===== src/rtl/rebote_multicanal_pkg.sv =====
// Shared definitions for the multi-channel button debouncer: width helper,
// parameter legality check and board-level default timings.
package rebote_multicanal_pkg;

  // Board defaults: 50 MHz clock, 10 ms settle, 500 ms first repeat, 100 ms repeat period.
  localparam int unsigned FRECUENCIA_PLACA_HZ  = 50_000_000;
  localparam int unsigned REBOTE_PLACA_MS      = 10;
  localparam int unsigned CUENTA_ESTABLE_PLACA = (FRECUENCIA_PLACA_HZ / 1000) * REBOTE_PLACA_MS;
  localparam int unsigned RETARDO_REP_PLACA    = CUENTA_ESTABLE_PLACA * 50;
  localparam int unsigned PERIODO_REP_PLACA    = CUENTA_ESTABLE_PLACA * 10;

  function automatic int unsigned clog2_r(input int unsigned valor);
    int unsigned r;
    r = 0;
    for (longint unsigned p = 1; p < longint'(valor); p = p << 1) begin
      r++;
    end
    return r;
  endfunction

  function automatic bit parametros_ok(input int unsigned n_canales,
                                       input int unsigned n_sync,
                                       input int unsigned cuenta_estable,
                                       input int unsigned periodo_rep);
    return (n_canales >= 1) && (n_sync >= 2) && (cuenta_estable >= 1) && (periodo_rep >= 1);
  endfunction

endpackage


===== src/rtl/rebote_canal.sv =====
// One debounce channel: synchroniser, stability counter, debounced level and
// registered rise/fall/auto-repeat pulses.
module rebote_canal
  import rebote_multicanal_pkg::*;
#(
  parameter int unsigned N_SYNC         = 2,
  parameter int unsigned CUENTA_ESTABLE = 16,
  parameter int unsigned RETARDO_REP    = 0,
  parameter int unsigned PERIODO_REP    = 1
) (
  input  logic clk,
  input  logic reset,
  input  logic entrada,
  output logic nivel,
  output logic pulso_sub,
  output logic pulso_baj,
  output logic pulso_rep
);

  localparam int unsigned CNT_W = clog2_r(CUENTA_ESTABLE) + 1;
  localparam logic [CNT_W-1:0] CNT_MAX = CNT_W'(CUENTA_ESTABLE - 1);

  logic [N_SYNC-1:0] sync_q;
  logic [CNT_W-1:0]  cnt_q, cnt_d;
  logic              nivel_q, nivel_d;
  logic              sub_q, sub_d;
  logic              baj_q, baj_d;
  logic              s;
  logic              acepta;

  assign s = sync_q[N_SYNC-1];

  always_comb begin
    cnt_d   = '0;
    nivel_d = nivel_q;
    sub_d   = 1'b0;
    baj_d   = 1'b0;
    acepta  = 1'b0;
    if (s != nivel_q) begin
      if (cnt_q == CNT_MAX) begin
        acepta  = 1'b1;
        nivel_d = s;
        sub_d   = s;
        baj_d   = ~s;
      end else begin
        cnt_d = cnt_q + CNT_W'(1);
      end
    end
  end

  always_ff @(posedge clk or negedge reset) begin
    if (!reset) begin
      sync_q  <= '0;
      cnt_q   <= '0;
      nivel_q <= 1'b0;
      sub_q   <= 1'b0;
      baj_q   <= 1'b0;
    end else begin
      sync_q  <= {sync_q[N_SYNC-2:0], entrada};
      cnt_q   <= cnt_d;
      nivel_q <= nivel_d;
      sub_q   <= sub_d;
      baj_q   <= baj_d;
    end
  end

  assign nivel     = nivel_q;
  assign pulso_sub = sub_q;
  assign pulso_baj = baj_q;

  if (RETARDO_REP > 0) begin : g_rep
    localparam int unsigned REP_MAX = (RETARDO_REP > PERIODO_REP) ? RETARDO_REP : PERIODO_REP;
    localparam int unsigned RC_W    = clog2_r(REP_MAX) + 1;

    logic [RC_W-1:0] rc_q, rc_d, rc_inc, meta;
    logic            fase_q, fase_d;
    logic            rep_q, rep_d;

    // fase_q=0 waits for the initial delay, fase_q=1 runs the periodic phase.
    always_comb begin
      rc_d   = '0;
      fase_d = 1'b0;
      rep_d  = 1'b0;
      rc_inc = rc_q + RC_W'(1);
      meta   = fase_q ? RC_W'(PERIODO_REP) : RC_W'(RETARDO_REP);
      // A falling acceptance clears the counter without emitting a repeat.
      if (nivel_q && !acepta) begin
        if (rc_inc == meta) begin
          rep_d  = 1'b1;
          fase_d = 1'b1;
        end else begin
          rc_d   = rc_inc;
          fase_d = fase_q;
        end
      end
    end

    always_ff @(posedge clk or negedge reset) begin
      if (!reset) begin
        rc_q   <= '0;
        fase_q <= 1'b0;
        rep_q  <= 1'b0;
      end else begin
        rc_q   <= rc_d;
        fase_q <= fase_d;
        rep_q  <= rep_d;
      end
    end

    assign pulso_rep = rep_q;
  end else begin : g_sin_rep
    assign pulso_rep = 1'b0;
  end

endmodule


===== src/rtl/rebote_multicanal.sv =====
// N-channel button debouncer with edge pulses and optional auto-repeat.
module rebote_multicanal
  import rebote_multicanal_pkg::*;
#(
  parameter int unsigned N_CANALES      = 4,
  parameter int unsigned N_SYNC         = 2,
  parameter int unsigned CUENTA_ESTABLE = 16,
  parameter int unsigned RETARDO_REP    = 0,
  parameter int unsigned PERIODO_REP    = 1
) (
  input  logic                 clk,
  input  logic                 reset,
  input  logic [N_CANALES-1:0] entrada,
  output logic [N_CANALES-1:0] nivel,
  output logic [N_CANALES-1:0] pulso_sub,
  output logic [N_CANALES-1:0] pulso_baj,
  output logic [N_CANALES-1:0] pulso_rep,
  output logic                 cualquiera
);

  if (!parametros_ok(N_CANALES, N_SYNC, CUENTA_ESTABLE, PERIODO_REP)) begin : g_param_err
    $error("rebote_multicanal: illegal parameter combination");
  end

  for (genvar i = 0; i < N_CANALES; i++) begin : g_canal
    rebote_canal #(
      .N_SYNC        (N_SYNC),
      .CUENTA_ESTABLE(CUENTA_ESTABLE),
      .RETARDO_REP   (RETARDO_REP),
      .PERIODO_REP   (PERIODO_REP)
    ) u_canal (
      .clk      (clk),
      .reset    (reset),
      .entrada  (entrada[i]),
      .nivel    (nivel[i]),
      .pulso_sub(pulso_sub[i]),
      .pulso_baj(pulso_baj[i]),
      .pulso_rep(pulso_rep[i])
    );
  end

  assign cualquiera = |pulso_sub;

endmodule


===== config.mk =====
export PLATFORM = sky130hd
export DESIGN_NAME = rebote_multicanal
export DESIGN_NICKNAME = d
export VERILOG_FILES = /design/src/rtl/rebote_multicanal_pkg.sv /design/src/rtl/rebote_canal.sv /design/src/rtl/rebote_multicanal.sv
export SDC_FILE = /design/constraint.sdc
export NUM_CORES = 1
export LEC_CHECK = 0
export BUFFER_PORTS_ARGS = -buffer_cell sky130_fd_sc_hd__buf_2
export CAP_MARGIN = 20
export CORE_AREA = 2 2 64 66
export CTS_CLUSTER_DIAMETER = 40
export DETAILED_ROUTE_END_ITERATION = 7
export DIE_AREA = 0 0 66 68
export SETUP_SLACK_MARGIN = 0.05
export SLEW_MARGIN = 30
export SYNTH_ARGS = -nofsm -noshare
export SYNTH_HDL_FRONTEND = slang
export SYNTH_SLANG_ARGS = --single-unit

===== constraint.sdc =====
create_clock -name clk -period 1.5 [get_ports clk]
set_clock_uncertainty 0.05 [all_clocks]
set_input_delay 0.075 -clock clk [delete_from_list [all_inputs] [get_ports clk]]
set_output_delay 0.075 -clock clk [all_outputs]
set_load 0.01 [all_outputs]

==> run summary, run 1 <==
Lkg Pwr -> 1.073 nW
Initial Utilization -> 0.4257
FP Rows -> 23
Core area -> 3856 um^2
Vias -> 873
Global routing's busiest layer -> met2
Post-CTS setup buffer count -> 0
Mapped Area -> 1642 um^2
Non-Filler Instances -> 191
Setup crit start kind -> register
Total wire length -> 2216 um
Highest clock rate -> 697.0 MHz
Num CTS Buffers -> 5
Post-synthesis cell type count -> 17
CP Max Fanout -> 2
PortBufs -> 18
Sequential share of power -> 0.547
Clk slew on worst S/H paths -> 0.08 ns
Crit Path Category -> reg2out
Post-synthesis sequential area ratio -> 0.6098
Largest net degree at the start of global routing -> 41
RSZ-0062 raised after global routing -> true
Power share of the clock group -> 0.406
DR iter-0 viols -> 37
Int Pwr -> 0.001652 W
Storage cell area -> 1001 um^2
Placed cells -> 178
Tot Pwr -> 0.002093 W
Die ar. -> 4488 um^2
Area grow syn2layout -> 12.73%
Max-slew violations -> 0
Vias in the first global route -> 885
Pre-antenna DRT Iters -> 4
Period utilization -> 0.9564
Yosys warning count -> 0
R2R Setup Slk -> 0.22 ns
Worst EP arrival -> 1.31 ns
Worst-case clock buffer depth -> 2
Reg-to-reg endpoint -> g_canal[3].u_canal.nivel
Antenna-violating nets left -> 0
First-pass GRT wire length -> 3919 um
H-Tree Depth -> 2
# IOs -> 23
TNS Setup -> 0 ns
Routed len/inst -> 11.60 um
RePlAce Congestion -> 0.7418
CTS sink count -> 40
Layout cell share with drive strength beyond 1 -> 0.2482
CTS tree -> done
DP Wirelength -> 1498 um
Mean post-synth cell area -> 13.46 um^2
Synth area leader -> dfrtp_1
Total GRT Usage -> 0.1206
Critical Path RT -> 1.37 ns
Post-route cell area -> 1851 um^2
Clock root cell -> clkbuf_8
Dominant cells by area after synthesis -> dfrtp_1, buf_4, xor2_1
Die extent in y -> 68 um
Met3 Use GR -> 0.04276
Reg2reg start -> g_canal[3].u_canal.cnt_q[0]
#FFs+latches synth -> 40
Share of the synthesized area in the top cell type -> 0.6098
Status -> finished, final reports clean
Skew-Pair Late Insertion Delay -> 0.29 ns
CTS resizes -> 0
FILL cells -> 348
Total gr overflow -> 0
Initial antenna violation count -> 0
Die Wd -> 66 um
P_sw -> 0.0004411 W
Peak supply drop -> 0.8066 mV
Via density -> 4.571
Final setup violation count -> 0
Worst Hold Class -> in2async
Met1 GRT Util -> 0.1415
Ant diodes -> 0
Maxcap violations -> 0
Net switching fraction of the power -> 0.2108
Power per cell area -> 1131 nW/um^2
Fin crit period -> 1.435 ns
Footprint of the multi-input gates -> 531.8 um^2
Grt met2 use -> 0.1856
Comb power frac -> 0.047
R2R depth -> 3
Area after DPL -> 1693 um^2
Hold Fails Final Rpt -> 0
Crit. End Element -> primary output
Post-synthesis cell count -> 122
Final nets -> 150
DRC viols -> 0
## what timing repair did
item                                    CTS  global route
endpoints found under the setup margin    1             1
pin swaps                                 0             1
hold endpoints to repair                 44             0
hold buffers                              5             0
## synth_stat cells
| cell | number |
|---|---|
| nand2_1 | 8 |
| nand4b_4 | 2 |
| nand3_1 | 4 |
| nor3b_1 | 8 |
| conb_1 | 1 |
| dfrtp_1 | 40 |
| a31oi_1 | 4 |
| nor2_1 | 8 |
| xor2_1 | 12 |
| and3_2 | 1 |
| and3_1 | 1 |
| mux2_4 | 4 |
| buf_4 | 16 |
| ha_1 | 4 |
| or4_1 | 1 |
| and2_1 | 6 |
| nand4b_2 | 2 |
## layout by cell type (no fill, tap or decap), types with 2 or more instances in the layout
master and n:
nand4b_2 2, dfrtp_1 40, and2_1 6, ha_1 4, nand4b_4 2, nor3b_1 8, mux2_4 4, xor2_1 12
nor2_1 8, dlygate4sd3_1 5, clkbuf_8 5, nand2_1 8, conb_1 4, buf_2 18, nand3_1 4, a31oi_1 4
## critical path, stage by stage (launching register included)
cell	delay [ns]
dfrtp_1	0.37
or4_1	0.50
buf_2	0.15
## metal layers
layer / vias to the layer above / share of wire
li1: 425 / -
met1: 419 / 0.45
met2: 22 / 0.47
met3: 7 / 0.051
met4: 0 / 0.028
met5: - / 0
## power groups by stage
stage          Combinational, W  Clock, W  Sequential [W]
3_5_place_dp          0.0000911         0         0.00117
4_1_cts                0.000101  0.000885         0.00115
5_1_grt                0.000116  0.000935         0.00115
2_1_floorplan         0.0000596         0         0.00116
3_3_place_gp          0.0000886         0         0.00116
6_report              0.0000980  0.000850         0.00115
## through the flow
stage | utilization | setup slack (ns) | hold slack (ns)
floorplan | - | 0.2805 | -0.2706
global placement | 0.4390 | 0.2606 | 0.1090
detailed placement | 0.4390 | 0.2193 | 0.1069
CTS | 0.4799 | 0.04317 | 0.3030
global route | 0.4799 | 0.02802 | 0.3136
finish | 0.4799 | 0.06535 | 0.3009
## layout make-up
class / instances / area share
Clock inverter: 2 / 0.01893
Timing Repair Buffer: 24 / 0.07978
Tap cell: 50 / 0.03381
Sequential cell: 40 / 0.5409
Multi-Input combinational cell: 69 / 0.2874
Clock buffer: 6 / 0.03922
## registers in the layout (all words and copies together), names as in the netlist
| register | count |
|---|---|
| g_canal.u_canal.cnt_q | 20 |
| g_canal.u_canal.sync_q | 8 |
| g_canal.u_canal.nivel | 4 |
| g_canal.u_canal.pulso_baj | 4 |
| g_canal.u_canal.pulso_sub | 4 |
## logic make-up after synthesis
kind of cell / Yosys count / share of synthesized area
buffers and inverters: 16 / 0.07317
and+or+nand+nor: 41 / 0.1685
adders and majority gates: 4 / 0.03049
xor gates and xnor gates: 12 / 0.06402
other: 1 / 0.002284
AOI/OAI and AO/OA: 4 / 0.01524
muxes: 4 / 0.03659
DFF: 40 / 0.6098
## worst max path at each step
stage,startpoint,to
global route,g_canal[1].u_canal.pulso_sub,cualquiera
detailed placement,g_canal[3].u_canal.cnt_q[0],g_canal[3].u_canal.nivel
floorplan,g_canal[3].u_canal.cnt_q[0],g_canal[3].u_canal.nivel
CTS,g_canal[0].u_canal.pulso_sub,cualquiera
finish,g_canal[1].u_canal.pulso_sub,cualquiera
global placement,g_canal[0].u_canal.cnt_q[0],g_canal[0].u_canal.nivel
Note: power is estimated with default switching activity, not from simulation.
==> run 2, diff against run 1 <==
PLACE_DENSITY = 0.62   (was not set)
==> run summary, run 2 (synthesized netlist as in run 1, its figures left out) <==
Routed len/inst -> 11.70 um
Total wire length -> 2269 um
Slowest cell on crit path -> or4_1
Worst Hold Class -> in2async
Int Pwr -> 0.001651 W
Worst EP arrival -> 1.33 ns
Power share of the clock group -> 0.404
Die Wd -> 66 um
Buf/Inv on CP -> 1
Initial Utilization -> 0.4257
Die extent in y -> 68 um
Period utilization -> 0.9702
Clk slew on worst S/H paths -> 0.08 ns
FP Rows -> 23
Vias -> 904
Worst Max-Slew Pin Slew -> 0.5388 ns
Final nets -> 153
Area grow syn2layout -> 14.33%
Layout cell share with drive strength beyond 1 -> 0.2708
Net switching fraction of the power -> 0.2097
Crit path largest cell delay -> 0.50 ns
Skew-Pair Late Insertion Delay -> 0.28 ns
Crit. End Element -> primary output
Final setup violation count -> 0
RePlAce Congestion -> 0.7535
Sequential share of power -> 0.549
Comb power frac -> 0.047
Highest clock rate -> 687.1 MHz
Die ar. -> 4488 um^2
Core area -> 3856 um^2
DRC viols -> 0
DP Wirelength -> 1659 um
Peak supply drop -> 0.5342 mV
Status -> finished, final reports clean
CTS tree -> done
First-pass GRT wire length -> 3905 um
Initial antenna violation count -> 0
Clock root cell -> clkbuf_8
Final hold slack -> 0.2431 ns
Non-Filler Instances -> 194
CTS sink count -> 40
# IOs -> 23
Worst-case clock buffer depth -> 2
Via density -> 4.660
Power per cell area -> 1113 nW/um^2
Slew HR -> 0.6408
Crit Path Category -> reg2out
Max reg flops -> 20
Largest net degree at the start of global routing -> 27
Lkg Pwr -> 1.088 nW
Hold Fails Final Rpt -> 0
Setup crit start kind -> register
Max-slew violations -> 0
Maxcap violations -> 0
Critical Path RT -> 1.37 ns
Fin crit period -> 1.455 ns
Placed cells -> 179
Commonest non-fill, non-tap cell in the layout -> dfrtp_1
DR iter-0 viols -> 62
Delay-heaviest family, CP -> simple AND/OR/NAND/NOR gates
Top reg by flops -> g_canal.u_canal.cnt_q
P_sw -> 0.0004381 W
Total gr overflow -> 0
CP Max Fanout -> 2
Ant diodes -> 0
RSZ-0062 raised after global routing -> true
Vias in the first global route -> 918
Total GRT Usage -> 0.1200
Num CTS Buffers -> 5
Regs by FF count -> g_canal.u_canal.cnt_q (20), g_canal.u_canal.sync_q (8)
Antenna-violating nets left -> 0
Pre-antenna DRT Iters -> 4
PortBufs -> 18
Most frequent cells in the layout -> dfrtp_1, buf_2, xor2_1
H-Tree Depth -> 2
Critical Path, Cell by Cell -> or4_1 > buf_2
==> run 2: changes by cell type in the layout (fill, tap and decap cells not counted), sizes merged <==
cell	before	now
clkbuf	6	5
buf	19	22
clkinvlp	0	1
==> run 2: repair_timing <==
item / in CTS / in global routing
gates resized for setup: 0 / 0
setup buffers: 1 / 1
endpoints found under the setup margin: 1 / 1
hold buffers: 5 / 0
endpoints found under the hold margin: 28 / 0
==> run 2: power by group through the flow <==
stage | clock [W] | combinational (W) | sequential (W)
after floorplan | 0 | 0.0000596 | 0.00116
after global placement | 0 | 0.0000894 | 0.00116
after detailed placement | 0 | 0.0000930 | 0.00117
after CTS | 0.000882 | 0.000103 | 0.00115
after global routing | 0.000931 | 0.000117 | 0.00115
final | 0.000843 | 0.0000989 | 0.00115
==> run 2: worst paths after layout <==
| kind | endpoint | from | cells past startpoint | slack, ns |
|---|---|---|---|---|
| max | cualquiera | g_canal[0].u_canal.pulso_sub | 2 | 0.04 |
| min | g_canal[0].u_canal.cnt_q[1] | reset | 2 | 0.24 |
| max reg2reg | g_canal[3].u_canal.nivel | g_canal[3].u_canal.cnt_q[0] | 3 | 0.23 |
| min reg2reg | g_canal[3].u_canal.sync_q[1] | g_canal[3].u_canal.sync_q[0] | 0 | 0.30 |
| max in group asynchronous | g_canal[3].u_canal.sync_q[0] | reset | 3 | 0.60 |
| min in group clk | g_canal[3].u_canal.sync_q[1] | g_canal[3].u_canal.sync_q[0] | 0 | 0.30 |
==> run 2: cell type report <==
| class | count | area, um^2 |
|---|---|---|
| Fill cell | 364 | 1979 |
| Timing Repair Buffer | 27 | 170.2 |
| Tap cell | 50 | 62.56 |
| Sequential cell | 40 | 1001 |
| Clock buffer | 5 | 68.82 |
| Multi-Input combinational cell | 69 | 531.8 |
| Clock inverter | 3 | 42.54 |
==> run 2: per-stage QoR <==
stage | cell area, um^2 | TNS, ns | power (W) | setup slack (ns) | util
global placement | 1700 | 0 | 0.001254 | 0.2522 | 0.4409
finish | 1877 | 0 | 0.002090 | 0.04463 | 0.4867
CTS | 1869 | 0 | 0.002131 | 0.02287 | 0.4848
detailed placement | 1700 | 0 | 0.001261 | 0.2348 | 0.4409
global route | 1877 | -0.01236 | 0.002200 | -0.01236 | 0.4867
floorplan | 1653 | 0 | 0.001220 | 0.2805 | -
==> run 2: metal layers <==
metal  part of all wire  GRT usage  vias up
met5                  0          0        -
met4              0.018    0.06888        0
met3              0.053    0.04112        5
met2               0.49     0.1982       22
met1               0.44     0.1370      446
li1                   -          -      431
